## src/rtl/game_input_if.sv

```systemverilog
// Button/frame signal bundle between the game input controller and its host.
// The master drives the raw inputs; the slave (controller) returns the conditioned state.
interface game_input_if #(
  parameter int unsigned NUM_BTNS = 2,
  parameter int unsigned FRAME_W  = 16
);
  logic [NUM_BTNS-1:0] btn_raw;
  logic                screen_end;
  logic [NUM_BTNS-1:0] btn_ack;
  logic [NUM_BTNS-1:0] btn_level;
  logic [NUM_BTNS-1:0] btn_pressed;
  logic                frame_tick;
  logic [FRAME_W-1:0]  frame_count;

  modport master (
    output btn_raw, screen_end, btn_ack,
    input  btn_level, btn_pressed, frame_tick, frame_count
  );

  modport slave (
    input  btn_raw, screen_end, btn_ack,
    output btn_level, btn_pressed, frame_tick, frame_count
  );
endinterface

```

## src/rtl/game_input_ctrl.sv

```systemverilog
// Button synchronizer/debouncer with sticky press latches, plus frame-start detection
// and a free-running frame counter driven by the VGA end-of-frame level.
module game_input_ctrl #(
  parameter int unsigned NUM_BTNS        = 2,
  parameter int unsigned DEBOUNCE_CYCLES = 250000,
  parameter int unsigned FRAME_W         = 16,
  parameter int unsigned AUTO_CLEAR      = 0
) (
  input logic         clock,
  input logic         reset,
  game_input_if.slave bus
);
  localparam int unsigned     CntW    = $clog2(DEBOUNCE_CYCLES) + 1;
  localparam logic [CntW-1:0] CntLast = CntW'(DEBOUNCE_CYCLES - 1);
  localparam bit              AutoClr = (AUTO_CLEAR != 0);

  logic [NUM_BTNS-1:0] sync1_q, sync2_q;
  logic [NUM_BTNS-1:0] level_q, level_d;
  logic [NUM_BTNS-1:0] pressed_q, pressed_d;
  logic [NUM_BTNS-1:0] set_vec, clr_vec;
  logic [CntW-1:0]     cnt_q [NUM_BTNS];
  logic [CntW-1:0]     cnt_d [NUM_BTNS];
  logic                se_q, tick_q;
  logic                frame_start;
  logic [FRAME_W-1:0]  frame_q, frame_d;

  always_comb begin
    frame_start = bus.screen_end & ~se_q;
    frame_d     = frame_q + FRAME_W'(frame_start);

    // Counter only runs while sync disagrees with the level; any agreement restarts it.
    for (int unsigned i = 0; i < NUM_BTNS; i++) begin
      level_d[i] = level_q[i];
      cnt_d[i]   = '0;
      if (sync2_q[i] != level_q[i]) begin
        if (cnt_q[i] == CntLast) begin
          level_d[i] = sync2_q[i];
        end else begin
          cnt_d[i] = cnt_q[i] + CntW'(1);
        end
      end
    end

    // A new rising edge beats any clear landing on the same edge.
    set_vec   = level_d & ~level_q;
    clr_vec   = bus.btn_ack | {NUM_BTNS{AutoClr & frame_start}};
    pressed_d = set_vec | (pressed_q & ~clr_vec);
  end

  always_ff @(posedge clock or posedge reset) begin
    if (reset) begin
      sync1_q   <= '0;
      sync2_q   <= '0;
      level_q   <= '0;
      pressed_q <= '0;
      cnt_q     <= '{default: '0};
      se_q      <= 1'b0;
      tick_q    <= 1'b0;
      frame_q   <= '0;
    end else begin
      sync1_q   <= bus.btn_raw;
      sync2_q   <= sync1_q;
      level_q   <= level_d;
      pressed_q <= pressed_d;
      cnt_q     <= cnt_d;
      se_q      <= bus.screen_end;
      tick_q    <= frame_start;
      frame_q   <= frame_d;
    end
  end

  assign bus.btn_level   = level_q;
  assign bus.btn_pressed = pressed_q;
  assign bus.frame_tick  = tick_q;
  assign bus.frame_count = frame_q;
endmodule

```

## src/flat_wrapper.sv

```systemverilog
// flat-port wrapper written by rule: the top's interface ports become plain ports
module game_input_ctrl_flat 
#(
  parameter int unsigned NUM_BTNS        = 2,
  parameter int unsigned DEBOUNCE_CYCLES = 250000,
  parameter int unsigned FRAME_W         = 16,
  parameter int unsigned AUTO_CLEAR      = 0
)
  (clock, reset, bus_btn_raw, bus_screen_end, bus_btn_ack, bus_btn_level, bus_btn_pressed, bus_frame_tick, bus_frame_count);
  game_input_if #(.NUM_BTNS(NUM_BTNS), .FRAME_W(FRAME_W)) bus_i ();
  input logic clock;
  input logic reset;
  input wire logic [$bits(bus_i.btn_raw)-1:0] bus_btn_raw;
  input wire logic [$bits(bus_i.screen_end)-1:0] bus_screen_end;
  input wire logic [$bits(bus_i.btn_ack)-1:0] bus_btn_ack;
  output wire logic [$bits(bus_i.btn_level)-1:0] bus_btn_level;
  output wire logic [$bits(bus_i.btn_pressed)-1:0] bus_btn_pressed;
  output wire logic [$bits(bus_i.frame_tick)-1:0] bus_frame_tick;
  output wire logic [$bits(bus_i.frame_count)-1:0] bus_frame_count;
  assign bus_i.btn_raw = bus_btn_raw;
  assign bus_i.screen_end = bus_screen_end;
  assign bus_i.btn_ack = bus_btn_ack;
  assign bus_btn_level = bus_i.btn_level;
  assign bus_btn_pressed = bus_i.btn_pressed;
  assign bus_frame_tick = bus_i.frame_tick;
  assign bus_frame_count = bus_i.frame_count;
  game_input_ctrl #(.NUM_BTNS(NUM_BTNS), .DEBOUNCE_CYCLES(DEBOUNCE_CYCLES), .FRAME_W(FRAME_W), .AUTO_CLEAR(AUTO_CLEAR)) u_core (.clock(clock), .reset(reset), .bus(bus_i));
endmodule
```

## config.mk

```make
export PLATFORM = sky130hd
export DESIGN_NAME = game_input_ctrl_flat
export DESIGN_NICKNAME = d
export VERILOG_FILES = /design/src/rtl/game_input_if.sv /design/src/rtl/game_input_ctrl.sv /design/src/flat_wrapper.sv
export SDC_FILE = /design/constraint.sdc
export NUM_CORES = 1
export LEC_CHECK = 0
export ABC_AREA = 1
export CORE_MARGIN = 3
export CORE_UTILIZATION = 62
export CTS_BUF_LIST = sky130_fd_sc_hd__clkbuf_8 sky130_fd_sc_hd__clkbuf_16
export DETAILED_ROUTE_END_ITERATION = 7
export GPL_ROUTABILITY_DRIVEN = 0
export PLACE_DENSITY = 0.93
export SYNTH_ARGS = -nofsm -noshare
export SYNTH_HDL_FRONTEND = slang
export SYNTH_SLANG_ARGS = --single-unit
export TNS_END_PERCENT = 5
```

## constraint.sdc

```tcl
create_clock -name clock -period 5.65 [get_ports clock]
set_input_delay 0.8475 -clock clock [delete_from_list [all_inputs] [get_ports clock]]
set_output_delay 0.8475 -clock clock [all_outputs]
set_load 0.1 [all_outputs]
```

# ---- Yosys cells after proc, flatten, opt, wreduce, memory -nomap -nowiden
# Index checks and enable logic that the tools add are counted.
dict set report op_classes {
  n_addsub 3
  n_eq_ne 4
  muxes 8
  bitwise 7
}
# op n
set op_table {}
lappend op_table {{19-bit two-way mux} 4}
lappend op_table {{19-bit by 1-bit adder with 19-bit output, second input constant} 2}
lappend op_table {{19-bit by 18-bit equality test with 1-bit output, second input constant} 2}
lappend op_table {{16-bit by 1-bit adder with 16-bit output} 1}
lappend op_table {{2-bit bitwise AND} 2}
lappend op_table {{1-bit two-way mux} 4}
lappend op_table {{2-bit inverter} 2}
lappend op_table {{1-bit != test} 2}
lappend op_table {{2-bit bitwise OR} 1}
lappend op_table {{1-bit bitwise AND} 1}
lappend op_table {{1-bit inverter} 1}
dict set report word_totals {
  reg_bits 64
  input_bits 7
  out_inout_bits 21
  elab_cells 31
}

# ---- Depth between registers and ports, before layout
# Gate-level depths: netlist of run 1.
dict set report logic_depth {
  ltp_word 5
  mapped_depth 9
  ltp_nobuf 9
}

# ---- Worst setup path after synthesis of run 1
# OpenSTA, ideal clock, no wires.
dict set report synth_timing {
  path_type {register -> register}
  from {register u_core.frame_q[0], in the netlist u_core.bus.frame_count[0]}
  to {register u_core.frame_q[10], in the netlist u_core.bus.frame_count[10]}
  setup_ns 0.163
  arrival_time_ns 2.006
  t_required_ns 5.487
  setup_slack_ns 3.481
  stages_incl_launch_ff 8
  n_path_buf 0
  synth_period_minus_slack_ns 2.169
  path_cell_list {dfrtp_1 -> ha_1 -> ha_1 -> nand3_1 -> nor2_1 -> nand2_1 -> nor2_1 -> xor2_1}
}
dict set report synth_between {
  elab_chain_len 1
}
# element line_no
set synth_rtl {}
lappend synth_rtl {{from (decl)} game_input_ctrl.sv:25} ;# logic [FRAME_W-1:0] frame_q, frame_d;
lappend synth_rtl {{from (signal assigned)} game_input_ctrl.sv:68} ;# frame_q <= frame_d;
lappend synth_rtl {{16-bit by 1-bit adder with 16-bit output} game_input_ctrl.sv:29} ;# frame_d = frame_q + FRAME_W'(frame_start);
lappend synth_rtl {{net u_core.frame_d[10]} game_input_ctrl.sv:25}
# The timed path passes the listed nets, and every way through them passes these cells.

# ---- Worst setup path in the final report of run 1
dict set report layout_timing {
  from {register u_core.frame_q[5], in the netlist u_core.bus.frame_count[5]}
  to {output bus_frame_count[5]}
}
# element line_no
set layout_lines {}
lappend layout_lines {{to (decl)} flat_wrapper.sv:19} ;# output wire logic [$bits(bus_i.frame_count)-1:0] bus_frame_count;
# No word-level cell between the ends.

==> impl_metrics.xml, run 1 <==
<?xml version="1.0" encoding="UTF-8"?>
<metrics>
  <group name="sta">
    <metric name="holdWs" unit="ns">0.351</metric>
    <metric name="achievable-frequency" unit="MHz">353</metric>
    <metric name="finalHoldViolCount" unit="">0</metric>
    <metric name="finalWorstPathRequiredPeriod" unit="ns">2.83</metric>
    <metric name="setup_violations" unit="">0</metric>
    <metric name="layout_worst_path_cycle_share" unit="">0.502</metric>
    <metric name="relSlewSlack" unit="">0.332</metric>
    <metric name="clock_skew" unit="ns">0.00907</metric>
    <metric name="grt_setup_unrepaired" unit="">false</metric>
    <metric name="tightest_slew" unit="ns">0.999</metric>
    <metric name="timing.setup.tns" unit="ns">0</metric>
    <metric name="slew_violations" unit="">0</metric>
    <metric name="finalWorstSetupSlack" unit="ns">2.82</metric>
  </group>
  <group name="yosys">
    <metric name="simple_gate_portion_of_the_synthesized_area" unit="">0.319</metric>
    <metric name="synth-warning-count" unit="">0</metric>
    <metric name="ys_seq_elements" unit="">64</metric>
    <metric name="synth_compound_area_frac" unit="">0.0187</metric>
    <metric name="mappedNetlistNets" unit="">415</metric>
    <metric name="synth.area.mux_share" unit="">0</metric>
    <metric name="synthesis.area_per_instance" unit="um^2">8.11</metric>
    <metric name="synth-adder-area-share" unit="">0.0153</metric>
    <metric name="ys_types" unit="">24</metric>
    <metric name="post_synth_inst_count" unit="">404</metric>
    <metric name="synth_top_family_by_area" unit="">simple AND/OR/NAND/NOR gates</metric>
    <metric name="yosysSeqAreaShare" unit="">0.489</metric>
    <metric name="synth_xor_xnor_area_share" unit="">0.0932</metric>
    <metric name="synth.cell_area" unit="um^2">3280</metric>
  </group>
  <group name="setup_path">
    <metric name="arrival" unit="ns">1.99</metric>
    <metric name="cp-end-kind" unit="">primary output</metric>
    <metric name="worst-path-buf-inv" unit="">1</metric>
    <metric name="worst_r2r_path_depth" unit="">8</metric>
    <metric name="setup.worst_path.class" unit="">flip-flop to primary output</metric>
    <metric name="critical_path.max_fanout" unit="">6</metric>
    <metric name="crit_path_cell_trace" unit="">clkdlybuf4s50_1</metric>
    <metric name="timing.critical_path.from_type" unit="">flip-flop</metric>
    <metric name="setup.reg_to_reg.worst_slack" unit="ns">3.77</metric>
    <metric name="critical_path.slowest_cell" unit="">clkdlybuf4s50_1</metric>
    <metric name="critical_path_required" unit="ns">4.80</metric>
    <metric name="critical_path.top_delay_family" unit="">buffers and inverters</metric>
    <metric name="worst-path-stages" unit="">1</metric>
    <metric name="max_stage_delay" unit="ns">1.18</metric>
  </group>
  <group name="floorplanning">
    <metric name="chip_height" unit="um">78.7</metric>
    <metric name="core.rowCount" unit="">25</metric>
    <metric name="fp.dieArea" unit="um^2">6190</metric>
    <metric name="top_level_ports" unit="">28</metric>
    <metric name="chipWidth" unit="um">78.7</metric>
    <metric name="start_util" unit="">0.667</metric>
    <metric name="core-area" unit="um^2">4910</metric>
  </group>
  <group name="routing">
    <metric name="detail_route.drc_violations" unit="">0</metric>
    <metric name="route.detailed.vias_per_inst" unit="">5.51</metric>
    <metric name="dr_wl_met3" unit="um">501</metric>
    <metric name="route.top_layer_used" unit="">met4</metric>
    <metric name="routedLengthMet1" unit="mm">3.16</metric>
    <metric name="first_pass_iters" unit="">5</metric>
    <metric name="wl_met2" unit="mm">4.11</metric>
    <metric name="num_vias" unit="">2821</metric>
    <metric name="routed_wl" unit="mm">7.96</metric>
    <metric name="final_antenna_net_count" unit="">0</metric>
    <metric name="detail_route.iter0.violations" unit="">352</metric>
    <metric name="drt-wirelength-per-cell" unit="um">15.5</metric>
  </group>
  <group name="final_layout">
    <metric name="layout.nets" unit="">451</metric>
    <metric name="fillCellCount" unit="">289</metric>
    <metric name="area_added_between_synthesis_and_finish" unit="%">17.7</metric>
    <metric name="post_route_cells_drive_above_1_share" unit="">0.101</metric>
    <metric name="antenna_cells_inserted" unit="">0</metric>
  </group>
  <group name="hold_path">
    <metric name="timing.hold.worst_path_depth" unit="">0</metric>
    <metric name="type_of_the_worst_min_delay_path" unit="">flip-flop to flip-flop</metric>
  </group>
  <group name="flow_run">
    <metric name="drv.max_cap_violation_count" unit="">0</metric>
  </group>
  <group name="clock_network">
    <metric name="numClockSinks" unit="">64</metric>
    <metric name="cts_hold_buffers" unit="">0</metric>
    <metric name="clkSlewWorstSetupHoldPaths" unit="ns">0.07</metric>
    <metric name="post_cts_repair_timing_setup_buffer_count" unit="">0</metric>
    <metric name="clock_latency" unit="ns">0.34</metric>
    <metric name="cts_max_path_buffers" unit="">2</metric>
    <metric name="ctsResizeCount" unit="">0</metric>
    <metric name="cts_htree_levels" unit="">3</metric>
    <metric name="tritoncts" unit="">yes</metric>
    <metric name="clock_tree.root_cell" unit="">clkbuf_8</metric>
    <metric name="numCtsBuffers" unit="">9</metric>
  </group>
  <group name="power">
    <metric name="pwr_density_cell" unit="nW/um^2">334</metric>
    <metric name="max-vdd-ir-drop" unit="mV">0.569</metric>
    <metric name="p_leak" unit="nW">1.74</metric>
  </group>
  <group name="grt">
    <metric name="wire_length_of_the_first_global_routing_pass" unit="mm">13.4</metric>
    <metric name="grt_max_degree" unit="">65</metric>
    <metric name="antenna_found_initial" unit="">0</metric>
    <metric name="grt_usage" unit="">0.281</metric>
    <metric name="grt_overflow_total" unit="">0</metric>
    <metric name="number_of_global_route_vias_before_repair" unit="">2911</metric>
  </group>
  <group name="placed_design">
    <metric name="io_buffer_count" unit="">27</metric>
    <metric name="placement.setup.worst_slack" unit="ns">2.81</metric>
    <metric name="hpwlAfterDp" unit="mm">4.97</metric>
  </group>
  <group name="run_status">
    <metric name="status" unit="">complete, no violations</metric>
  </group>
</metrics>
==> layout make-up <==
type / instances / area, um^2 / area share
multi-input combinational: 285 / 1460 / 0.379
tap: 67 / 83.8 / 0.0217
clock inverter: 4 / 67.6 / 0.0175
clock buffer: 12 / 165 / 0.0428
sequential: 64 / 1600 / 0.415
inverter: 52 / 198 / 0.0513
timing repair buffer: 28 / 278 / 0.0721
==> worst paths after layout <==
| path | from | endpoint |
|---|---|---|
| setup / recovery | u_core.bus.frame_count[5] | bus_frame_count[5] |
| hold / removal | u_core.sync1_q[1] | u_core.sync2_q[1] |
| setup reg to reg | u_core.se_q | u_core.bus.frame_count[8] |
| hold reg to reg | u_core.sync1_q[1] | u_core.sync2_q[1] |
| max in group asynchronous | reset | u_core.cnt_q[30] |
| min in group asynchronous | reset | u_core.bus.frame_count[0] |
==> power by group <==
part / leakage, nW / switching (mW) / total (mW) / internal, mW
clock: 0.125 / 0.172 / 0.454 / 0.282
sequential: 0.846 / 0.0361 / 0.525 / 0.489
combinational: 0.769 / 0.244 / 0.310 / 0.0652
total: 1.74 / 0.453 / 1.29 / 0.836
==> cells in the final DEF, fill, tap and decap left out, types with 2 or more instances in the layout <==
cell | synthesis | layout
nor2_1 | 87 | 87
nand2_1 | 85 | 85
dfrtp_1 | 64 | 64
inv_1 | 47 | 48
clkdlybuf4s50_1 | 0 | 27
xor2_1 | 23 | 23
nand3_1 | 22 | 22
clkbuf_8 | 0 | 12
nand4_1 | 10 | 10
xnor2_1 | 10 | 10
nor3_1 | 7 | 7
nor2_2 | 7 | 7
o21ai_0 | 6 | 6
nand2_2 | 6 | 6
inv_2 | 4 | 5
nor2_4 | 5 | 5
nand3_2 | 4 | 4
ha_1 | 4 | 4
a21oi_1 | 3 | 3
o21ai_1 | 2 | 2
bufinv_16 | 0 | 2
==> metal layers <==
layer / GRT usage / vias to the layer above
met5: 0 / -
met4: 0.108 / 0
met3: 0.0665 / 22
met2: 0.485 / 149
met1: 0.340 / 1331
li1: - / 1319
==> state kept, by name, summed over array words and instances (netlist names) <==
signal	flops
u_core.sync2_q	2
u_core.cnt_q	38
u_core.sync1_q	2
u_core.se_q	1
u_core.bus.btn_pressed	2
u_core.bus.btn_level	2
u_core.bus.frame_tick	1
u_core.bus.frame_count	16
==> cell usage after synthesis <==
library cell,number,share of area
a21oi_1,3,0.0046
a31oi_1,1,0.0019
buf_2,3,0.0046
dfrtp_1,64,0.49
ha_1,4,0.015
inv_1,47,0.054
inv_2,4,0.0046
inv_4,1,0.0019
nand2_1,85,0.097
nand2_2,6,0.011
nand3_1,22,0.034
nand3_2,4,0.012
nand3b_1,1,0.0023
nand4_1,10,0.019
nor2_1,87,0.10
nor2_2,7,0.013
nor2_4,5,0.017
nor3_1,7,0.011
o21ai_0,6,0.0092
o21ai_1,2,0.0031
or2_2,1,0.0019
xnor2_1,10,0.027
xnor2_2,1,0.0050
xor2_1,23,0.061
==> through the flow <==
step | power (mW) | cells | area [um^2] | util
after global placement | 0.827 | 496 | 3620 | 0.738
final | 1.29 | 512 | 3850 | 0.785
after floorplan | 0.755 | 404 | 3280 | -
after global routing | 1.32 | 512 | 3850 | 0.785
after CTS | 1.29 | 512 | 3850 | 0.785
after detailed placement | 0.836 | 496 | 3620 | 0.738
==> cell families after synthesis <==
logic type | Yosys count
AO/OA/AOI/OAI | 12
XOR/XNOR | 34
adder cells (fa/ha/maj) | 4
buffers and inverters | 55
flip-flops | 64
AND/OR/NAND/NOR | 235
No activity file was read; power rests on OpenSTA's default activity.
==> run 2, diff against run 1 <==
CORE_UTILIZATION = 58   (was 62)
PLACE_DENSITY = 0.88   (was 0.93)
clock period = 2.85 ns   (was 5.65 ns; I/O delays follow)
==> run 2 against run 1 <==
Setup slack worse by 1.9 ns. Power up 93%. Register-to-register slack worse by 2.6 ns. Critical path type is now primary input to flip-flop. Sequential cell count unchanged. Clock power up 90%. Core utilization down 6.4 points. Routed wire length down 13%. Combinational power up 90%. Cell count up 0.78%. First-iteration DRC count down 49%. Non-clock buffer count up 1. Worst hold slack better by 0.0078 ns.
==> impl_metrics.xml, run 2 (synthesis results as in run 1) <==
<?xml version="1.0" encoding="UTF-8"?>
<metrics>
  <group name="setup_path">
    <metric name="critical_path.max_fanout" unit="">4</metric>
    <metric name="setup.reg_to_reg.worst_slack" unit="ns">1.14</metric>
    <metric name="crit_path_cell_trace" unit="">clkdlybuf4s50_1 -&gt; inv_1 -&gt; nor2_1 -&gt; ha_1 -&gt; ha_1 -&gt; nand3_1 -&gt; nor2_1 -&gt; nand2_1 -&gt; nor2_1 -&gt; xor2_1</metric>
    <metric name="setup.worst_path.start" unit="">bus_screen_end</metric>
    <metric name="critical_path.most_common_cell" unit="">nor2_1</metric>
    <metric name="setup.worst_path.class" unit="">primary input to flip-flop</metric>
    <metric name="crit_reg_reg_startpoint" unit="">u_core.se_q</metric>
    <metric name="worst_r2r_path_depth" unit="">8</metric>
    <metric name="crit-reg2reg-capture" unit="">u_core.bus.frame_count[14]</metric>
    <metric name="worst-path-stages" unit="">10</metric>
    <metric name="critical_path_required" unit="ns">3.12</metric>
    <metric name="max_stage_delay" unit="ns">0.48</metric>
    <metric name="worst-path-buf-inv" unit="">2</metric>
    <metric name="crit_end" unit="">u_core.bus.frame_count[14]</metric>
    <metric name="critical_path.top_delay_family" unit="">simple AND/OR/NAND/NOR gates</metric>
    <metric name="cp-end-kind" unit="">flip-flop</metric>
    <metric name="arrival" unit="ns">2.22</metric>
    <metric name="critical_path.slowest_cell" unit="">clkdlybuf4s50_1</metric>
    <metric name="timing.critical_path.from_type" unit="">primary input</metric>
  </group>
  <group name="routing">
    <metric name="route.detailed.vias_per_inst" unit="">5.31</metric>
    <metric name="first_pass_iters" unit="">5</metric>
    <metric name="routedLengthMet1" unit="mm">2.90</metric>
    <metric name="drt-wirelength-per-cell" unit="um">13.5</metric>
    <metric name="detail_route.iter0.violations" unit="">178</metric>
    <metric name="dr_wl_met3" unit="um">389</metric>
    <metric name="wl_met2" unit="mm">3.47</metric>
    <metric name="num_vias" unit="">2740</metric>
    <metric name="final_antenna_net_count" unit="">0</metric>
    <metric name="detail_route.drc_violations" unit="">0</metric>
    <metric name="routed_wl" unit="mm">6.95</metric>
    <metric name="route.top_layer_used" unit="">met4</metric>
  </group>
  <group name="final_layout">
    <metric name="final_core_util" unit="">0.721</metric>
    <metric name="max_flop_register" unit="">u_core.cnt_q</metric>
    <metric name="fillCellCount" unit="">398</metric>
    <metric name="most_frequent_cells_in_the_layout" unit="">87 x nor2_1, 85 x nand2_1, 64 x dfrtp_1, 46 x inv_1</metric>
    <metric name="final-seq-area" unit="um^2">1600</metric>
    <metric name="area_added_between_synthesis_and_finish" unit="%">16.0</metric>
    <metric name="multi_input_comb_area" unit="um^2">1460</metric>
    <metric name="layout.nets" unit="">452</metric>
    <metric name="commonest_non_fill_non_tap_cell_in_the_layout" unit="">nor2_1</metric>
    <metric name="post_route_cells_drive_above_1_share" unit="">0.155</metric>
    <metric name="antenna_cells_inserted" unit="">0</metric>
    <metric name="largest_reg_flops" unit="">38</metric>
  </group>
  <group name="grt">
    <metric name="grt_max_degree" unit="">26</metric>
    <metric name="grt_overflow_total" unit="">0</metric>
    <metric name="number_of_global_route_vias_before_repair" unit="">2683</metric>
    <metric name="wire_length_of_the_first_global_routing_pass" unit="mm">12.0</metric>
    <metric name="grt_usage" unit="">0.238</metric>
    <metric name="antenna_found_initial" unit="">0</metric>
  </group>
  <group name="clock_network">
    <metric name="clock_tree.root_cell" unit="">clkbuf_8</metric>
    <metric name="numCtsBuffers" unit="">9</metric>
    <metric name="clock_latency" unit="ns">0.34</metric>
    <metric name="tritoncts" unit="">yes</metric>
    <metric name="post_cts_repair_timing_setup_buffer_count" unit="">0</metric>
    <metric name="ctsResizeCount" unit="">0</metric>
    <metric name="cts_htree_levels" unit="">3</metric>
    <metric name="numClockSinks" unit="">64</metric>
    <metric name="cts_max_path_buffers" unit="">2</metric>
    <metric name="clkSlewWorstSetupHoldPaths" unit="ns">0.08</metric>
    <metric name="cts_hold_buffers" unit="">0</metric>
  </group>
  <group name="floorplanning">
    <metric name="start_util" unit="">0.622</metric>
    <metric name="fp.dieArea" unit="um^2">6590</metric>
    <metric name="chip_height" unit="um">81.2</metric>
    <metric name="chipWidth" unit="um">81.2</metric>
    <metric name="core.rowCount" unit="">26</metric>
    <metric name="top_level_ports" unit="">28</metric>
    <metric name="core-area" unit="um^2">5270</metric>
  </group>
  <group name="power">
    <metric name="netSwitchingPower" unit="mW">0.914</metric>
    <metric name="seq_power_share" unit="">0.416</metric>
    <metric name="clock_power_share" unit="">0.347</metric>
    <metric name="max-vdd-ir-drop" unit="mV">0.933</metric>
    <metric name="netSwitchingFraction" unit="">0.367</metric>
    <metric name="power" unit="mW">2.49</metric>
    <metric name="combinationalPowerShare" unit="">0.236</metric>
    <metric name="pwr_density_cell" unit="nW/um^2">655</metric>
    <metric name="p_leak" unit="nW">1.76</metric>
    <metric name="power_report.internal_total" unit="mW">1.57</metric>
  </group>
  <group name="placed_design">
    <metric name="hpwlAfterDp" unit="mm">4.80</metric>
    <metric name="io_buffer_count" unit="">27</metric>
  </group>
  <group name="hold_path">
    <metric name="timing.hold.worst_path_depth" unit="">0</metric>
    <metric name="hold_path.startpoint" unit="">u_core.sync1_q[1]</metric>
    <metric name="type_of_the_worst_min_delay_path" unit="">flip-flop to flip-flop</metric>
  </group>
  <group name="sta">
    <metric name="finalWorstPathRequiredPeriod" unit="ns">1.95</metric>
    <metric name="slew_violations" unit="">0</metric>
    <metric name="clock_skew" unit="ns">0.00855</metric>
    <metric name="achievable-frequency" unit="MHz">513</metric>
    <metric name="setup_violations" unit="">0</metric>
    <metric name="timing.setup.tns" unit="ns">0</metric>
    <metric name="relSlewSlack" unit="">0.636</metric>
    <metric name="grt_setup_unrepaired" unit="">false</metric>
    <metric name="tightest_slew" unit="ns">0.544</metric>
    <metric name="finalHoldViolCount" unit="">0</metric>
    <metric name="layout_worst_path_cycle_share" unit="">0.684</metric>
  </group>
  <group name="run_status">
    <metric name="status" unit="">complete, no violations</metric>
  </group>
  <group name="flow_run">
    <metric name="drv.max_cap_violation_count" unit="">0</metric>
  </group>
</metrics>
-- run 2: changes by cell type in the layout (fill, tap and decap cells not counted) --
cell and change:
clkinvlp_4 +1, clkinv_2 +2, clkdlybuf4s50_1 -21, buf_4 +22
clkbuf_8 -3, inv_1 -2, inv_6 +1, clkinv_4 +1
-- run 2: cell type report --
cell class              count  share of cell area
multi-input cells         285               0.385
well taps                  70              0.0230
clock inverters             7              0.0250
repair buffers             29              0.0612
flip-flops and latches     64               0.421
clock buffers               9              0.0326
inverters                  52              0.0520
-- run 2: layer usage --
layer  global-route usage  vias to the layer above
li1                     -                     1324
met4                0.111                        0
met3               0.0599                       25
met5                    0                        -
met1                0.291                     1287
met2                0.395                      104
-- run 2: how the worst min path moves through the flow --
stage                   endpoint  slack, ns
2_1_floorplan  u_core.sync2_q[0]       0.33
3_3_place_gp   u_core.sync2_q[1]       0.34
3_5_place_dp   u_core.sync2_q[0]       0.34
4_1_cts        u_core.sync2_q[1]       0.36
5_1_grt        u_core.sync2_q[0]       0.37
6_report       u_core.sync2_q[1]       0.36
-- run 2: power groups by stage --
stage | logic [mW] | registers (mW) | clock network [mW]
2_1_floorplan | 0.0947 | 1.40 | 0
3_3_place_gp | 0.579 | 1.05 | 0
3_5_place_dp | 0.590 | 1.05 | 0
4_1_cts | 0.591 | 1.03 | 0.879
5_1_grt | 0.612 | 1.04 | 0.913
6_report | 0.588 | 1.04 | 0.864
-- run 2: per-stage QoR --
stage	cells	setup slack [ns]	cell area, um^2	hold slack [ns]
after floorplan	404	0.681	3280	0.331
after global placement	500	0.679	3580	0.336
after detailed placement	500	0.546	3580	0.336
after CTS	516	0.909	3800	0.365
after global routing	516	0.738	3800	0.372
final	516	0.901	3800	0.359
